$ cat src/rtl/viterbi_output_packer.sv
// viterbi_output_packer: packs the 1-bit decoded stream from dec_viterbi into
// DATA_W-bit words, LSB first. Each word carries a valid-bit count (tuser)
// and a frame-end marker (tlast).
// Optional build macro VITERBI_PACK_FRAME_CNT_EN adds a 16-bit frame_count
// output that counts output words handed off with tlast set.
//
// state | meaning
// ------+--------------------------------------------------------------
// EMPTY | no bits collected for the current word (bit_cnt == 0)
// FILL  | at least one bit collected, word not yet complete
module viterbi_output_packer #(
    parameter int DATA_W = 32,
    parameter int CNT_W  = 6
) (
    input  logic              aclk,
    input  logic              aresetn,
    input  logic              s_axis_tvalid,
    input  logic              s_axis_tdata,
    input  logic              s_axis_tlast,
    output logic              s_axis_tready,
    output logic              m_axis_tvalid,
    output logic [DATA_W-1:0] m_axis_tdata,
    output logic              m_axis_tlast,
    output logic [CNT_W-1:0]  m_axis_tuser,
`ifdef VITERBI_PACK_FRAME_CNT_EN
    output logic [15:0]       frame_count,
`endif
    input  logic              m_axis_tready
);

    typedef enum logic {
        EMPTY = 1'b0,
        FILL  = 1'b1
    } state_t;

    state_t            state;
    state_t            state_next;
    logic [DATA_W-1:0] acc;
    logic [CNT_W-1:0]  bit_cnt;
    logic [DATA_W-1:0] acc_with_bit;
    logic              accept;
    logic              complete;
    logic              out_hs;

    // The output register can take a new word when it is empty or draining this cycle.
    always_comb begin
        s_axis_tready = !m_axis_tvalid || m_axis_tready;
        accept        = s_axis_tvalid && s_axis_tready;
        complete      = accept && ((bit_cnt == CNT_W'(DATA_W - 1)) || s_axis_tlast);
        out_hs        = m_axis_tvalid && m_axis_tready;
        acc_with_bit  = acc | ({{(DATA_W-1){1'b0}}, s_axis_tdata} << bit_cnt);
    end

    // Next state: a completing bit always returns to EMPTY, including 1-bit frames.
    always_comb begin
        state_next = state;
        case (state)
            EMPTY: if (accept && !complete) state_next = FILL;
            FILL:  if (complete)            state_next = EMPTY;
            default:                        state_next = EMPTY;
        endcase
    end

    // State register.
    always_ff @(posedge aclk or negedge aresetn) begin
        if (!aresetn) state <= EMPTY;
        else          state <= state_next;
    end

    // Accumulator and bit position; both clear when a word completes.
    always_ff @(posedge aclk or negedge aresetn) begin
        if (!aresetn) begin
            acc     <= '0;
            bit_cnt <= '0;
        end else if (complete) begin
            acc     <= '0;
            bit_cnt <= '0;
        end else if (accept) begin
            acc     <= acc_with_bit;
            bit_cnt <= bit_cnt + CNT_W'(1);
        end
    end

    // Output register: reload on completion (even while draining, so no bubble), else release on handshake.
    always_ff @(posedge aclk or negedge aresetn) begin
        if (!aresetn) begin
            m_axis_tvalid <= 1'b0;
            m_axis_tdata  <= '0;
            m_axis_tlast  <= 1'b0;
            m_axis_tuser  <= '0;
        end else if (complete) begin
            m_axis_tvalid <= 1'b1;
            m_axis_tdata  <= acc_with_bit;
            m_axis_tlast  <= s_axis_tlast;
            m_axis_tuser  <= bit_cnt + CNT_W'(1);
        end else if (out_hs) begin
            m_axis_tvalid <= 1'b0;
        end
    end

`ifdef VITERBI_PACK_FRAME_CNT_EN
    // Completed-frame counter; wraps naturally at 16 bits.
    always_ff @(posedge aclk or negedge aresetn) begin
        if (!aresetn)                   frame_count <= '0;
        else if (out_hs && m_axis_tlast) frame_count <= frame_count + 16'd1;
    end
`endif

endmodule
$ cat config.mk
export PLATFORM = sky130hd
export DESIGN_NAME = viterbi_output_packer
export DESIGN_NICKNAME = d
export VERILOG_FILES = /design/src/rtl/viterbi_output_packer.sv
export SDC_FILE = /design/constraint.sdc
export NUM_CORES = 1
export LEC_CHECK = 0
export ABC_AREA = 1
export CAP_MARGIN = 20
export CORE_MARGIN = 5
export CORE_UTILIZATION = 45
export CTS_BUF_LIST = sky130_fd_sc_hd__clkbuf_8 sky130_fd_sc_hd__clkbuf_16
export CTS_CLUSTER_DIAMETER = 200
export DETAILED_ROUTE_END_ITERATION = 10
export MAX_ROUTING_LAYER = met4
export PLACE_DENSITY_LB_ADDON = 0.25
export SLEW_MARGIN = 20
export SYNTH_ARGS = -nofsm -noshare
export SYNTH_HDL_FRONTEND = slang
export SYNTH_SLANG_ARGS = --single-unit
$ cat constraint.sdc
create_clock -name aclk -period 1.9 [get_ports aclk]
set_clock_uncertainty 0.1 [all_clocks]
set_input_delay 0.57 -clock aclk [delete_from_list [all_inputs] [get_ports aclk]]
set_output_delay 0.57 -clock aclk [all_outputs]
set_load 0.05 [all_outputs]
==> results.tsv <==
stage	metric	value	unit
outcome	status	finished clean	
route	routed-via-count	3049	
synthesis	synth_edf_count	0	
cts	cts_tree	built	
cts	clk_path_buf_depth	2	
floorplan	core	7810	um2
synthesis	synth_seq_cells	78	
route	wl	8.16	mm
cts	clk_pin_slew	0.08	ns
timing	finalMaxSlewViolations	0	
synthesis	syn_inst	472	
worst_setup_path	critPathKind	in -> out	
timing	tightest_slew	0.459	ns
global_route	grt_max_degree	42	
floorplan	die_w	99.9	um
power_and_ir_drop	pwr_density_cell	789	nW/um2
placement	port_buffers	46	
finish	seqCellArea	1950	um2
placement	hpwl	5.88	mm
worst_hold_path	hold_class	in -> async	
synthesis	syn-mean-instance-area	7.70	um2
synthesis	netlist_area	3630	um2
timing	rsz0062_at_grt	false	
route	vias_per_cell	4.75	
cts	cts_sinks	78	
floorplan	rows	32	
power_and_ir_drop	vdd_drop_max	413	uV
cts	cts_made_buffers	9	
power_and_ir_drop	totalPowerFinal	3.91	mW
timing	finalHoldViolations	0	
global_route	first_global_vias	3192	
worst_setup_path	path_max_fanout	2	
synthesis	ys_types	23	
synthesis	ys.flop_type	dfrtp_1	
route	dr.max_layer_used	met4	
route	dr_wl_met3	377	um
timing	fin_crit	1.75	ns
timing	tns	0	ns
timing	fmax	571	MHz
synthesis	seq_area_frac_synth	53.7	%
floorplan	io_pins	47	
route	wire_per_inst	12.7	um
placement	place_area	4730	um2
synthesis	async_flop_share	100	%
worst_setup_path	worst_setup_path_end_kind	primary output	
finish	fillers	664	
global_route	antenna_found_initial	0	
worst_setup_path	required	1.23	ns
finish	finish.instance_area	4950	um2
cts	cts_htree_levels	3	
global_route	grt_overflow_total	0	
cts	cts-root-buf	clkbuf_8	
global_route	grt_use_total	18.9	%
timing	maxSlewHeadroom	69.4	%
timing	period_share	92.1	%
power_and_ir_drop	p_leak	2.68	nW
flow_run	maxCapViolCount	0	
finish	nets	542	
timing	hold_slack	0.0374	ns
finish	multiInputGateArea	1290	um2
synthesis	syn_nets	479	
placement	gp_congestion	0.878	
global_route	grt_pass1_wl	14.7	mm
finish	syn2layout_area_growth	36.3	%
cts	ctsHoldBuffers	0	
route	wl_met2	3.97	mm
floorplan	initial_utilization	46.5	%
timing	setup_violations	0	
route	drc	0	
floorplan	die_area	9970	um2
finish	antenna_cells	0	
worst_setup_path	r2r_slack	0.31	ns
route	drt_iter0_drc	155	
route	postRouteAntennaNets	0	
worst_setup_path	cp-start-kind	input port	
route	wl_met1	3.68	mm
floorplan	dieHeight	99.9	um
finish	drive_gt1_share	17.0	%
synthesis	yosysWarnings	0	
cts	clk_latency	0.34	ns
worst_setup_path	arrival	1.08	ns
route	dr.pass1.iters	6	
==> cells by family after synthesis <==
family,count (synthesis),synth area share (%)
compound gates,21,3.00
xor+xnor,3,0.723
fa+ha+maj,1,0.344
buf+inv,92,10.9
flops,78,53.7
simple gates,277,31.3
==> through the flow <==
stage	instances	setup slack (ns)	utilization, %
finish	642	0.149	63.4
global route	642	0.0718	63.4
CTS	642	0.148	63.4
detailed placement	625	-0.202	60.6
global placement	625	-0.153	60.6
floorplan	472	0.0213	-
==> cells in the mapped netlist (3+ instances only) <==
library cell    n  area [um2]
a21oi_1         4        20.0
xor2_1          3        26.3
o21ai_0        14        70.1
buf_4           7        52.6
dfrtp_1        78        1950
inv_2           3        11.3
nand2_1       198         743
nand4_1        20         125
buf_2           7        35.0
inv_1          68         255
nor2_1         32         120
clkbuf_1        3        11.3
nand3_1        22         110
==> path summary, 6_finish.rpt <==
kind	from	to	depth (start not counted)
min reg2reg	acc[11]	acc[11]	2
max	m_axis_tready	s_axis_tready	4
max in group asynchronous	aresetn	m_axis_tdata[20]	2
max reg2reg	bit_cnt[1]	m_axis_tuser[3]	8
min	aresetn	acc[2]	1
min in group aclk	acc[11]	acc[11]	2
==> state kept, by name, summed over array words and instances (netlist names) <==
register	flops
m_axis_tuser	6
m_axis_tlast	1
acc	32
m_axis_tdata	32
m_axis_tvalid	1
bit_cnt	6
==> layout by cell type (no fill, tap or decap) <==
master,n
clkdlybuf4s50_1,3
nor2_2,1
xor2_1,3
nor2_4,1
dlygate4sd2_1,1
o21ai_0,14
nand2_1,197
dfrtp_1,78
clkbuf_8,10
nor2_1,32
ha_1,1
bufinv_16,2
o21ai_1,2
buf_12,44
inv_2,3
clkinv_2,2
nand3_1,22
a21oi_1,4
nand4_1,20
clkinv_1,1
buf_4,24
nand2_2,3
nand3_2,1
o21ai_2,1
inv_1,70
==> cell type report <==
| cell class | count | share of cell area [%] |
|---|---|---|
| Timing Repair Buffer | 72 | 22.2 |
| Sequential cell | 78 | 39.4 |
| Clock inverter | 6 | 1.57 |
| Clock buffer | 10 | 2.78 |
| Multi-Input combinational cell | 302 | 26.0 |
| Inverter | 72 | 5.46 |
| Tap cell | 102 | 2.58 |
==> what timing repair did <==
item                                    CTS  global route
resized for setup                         1             0
buffers inserted                          1             0
endpoints found under the setup margin    1             0
==> critical path, cell delays in order <==
cell and delay (ns):
dlygate4sd2_1 0.23, inv_1 0.06, nand2_2 0.07, buf_12 0.15
==> power by group <==
| group | switching (mW) | total, mW | internal (mW) | leakage [nW] |
|---|---|---|---|---|
| Sequential | 0.0673 | 1.79 | 1.73 | 1.08 |
| Clock | 0.578 | 1.34 | 0.762 | 0.119 |
| Combinational | 0.456 | 0.777 | 0.321 | 1.48 |
| Total | 1.10 | 3.91 | 2.81 | 2.68 |
==> per-layer routing <==
metal,GRT usage [%],vias to the layer above
li1,-,1555
met1,24.4,1411
met2,30.1,72
met3,3.61,11
met4,5.88,0
met5,-,-
No activity file was read; power rests on OpenSTA's default activity.
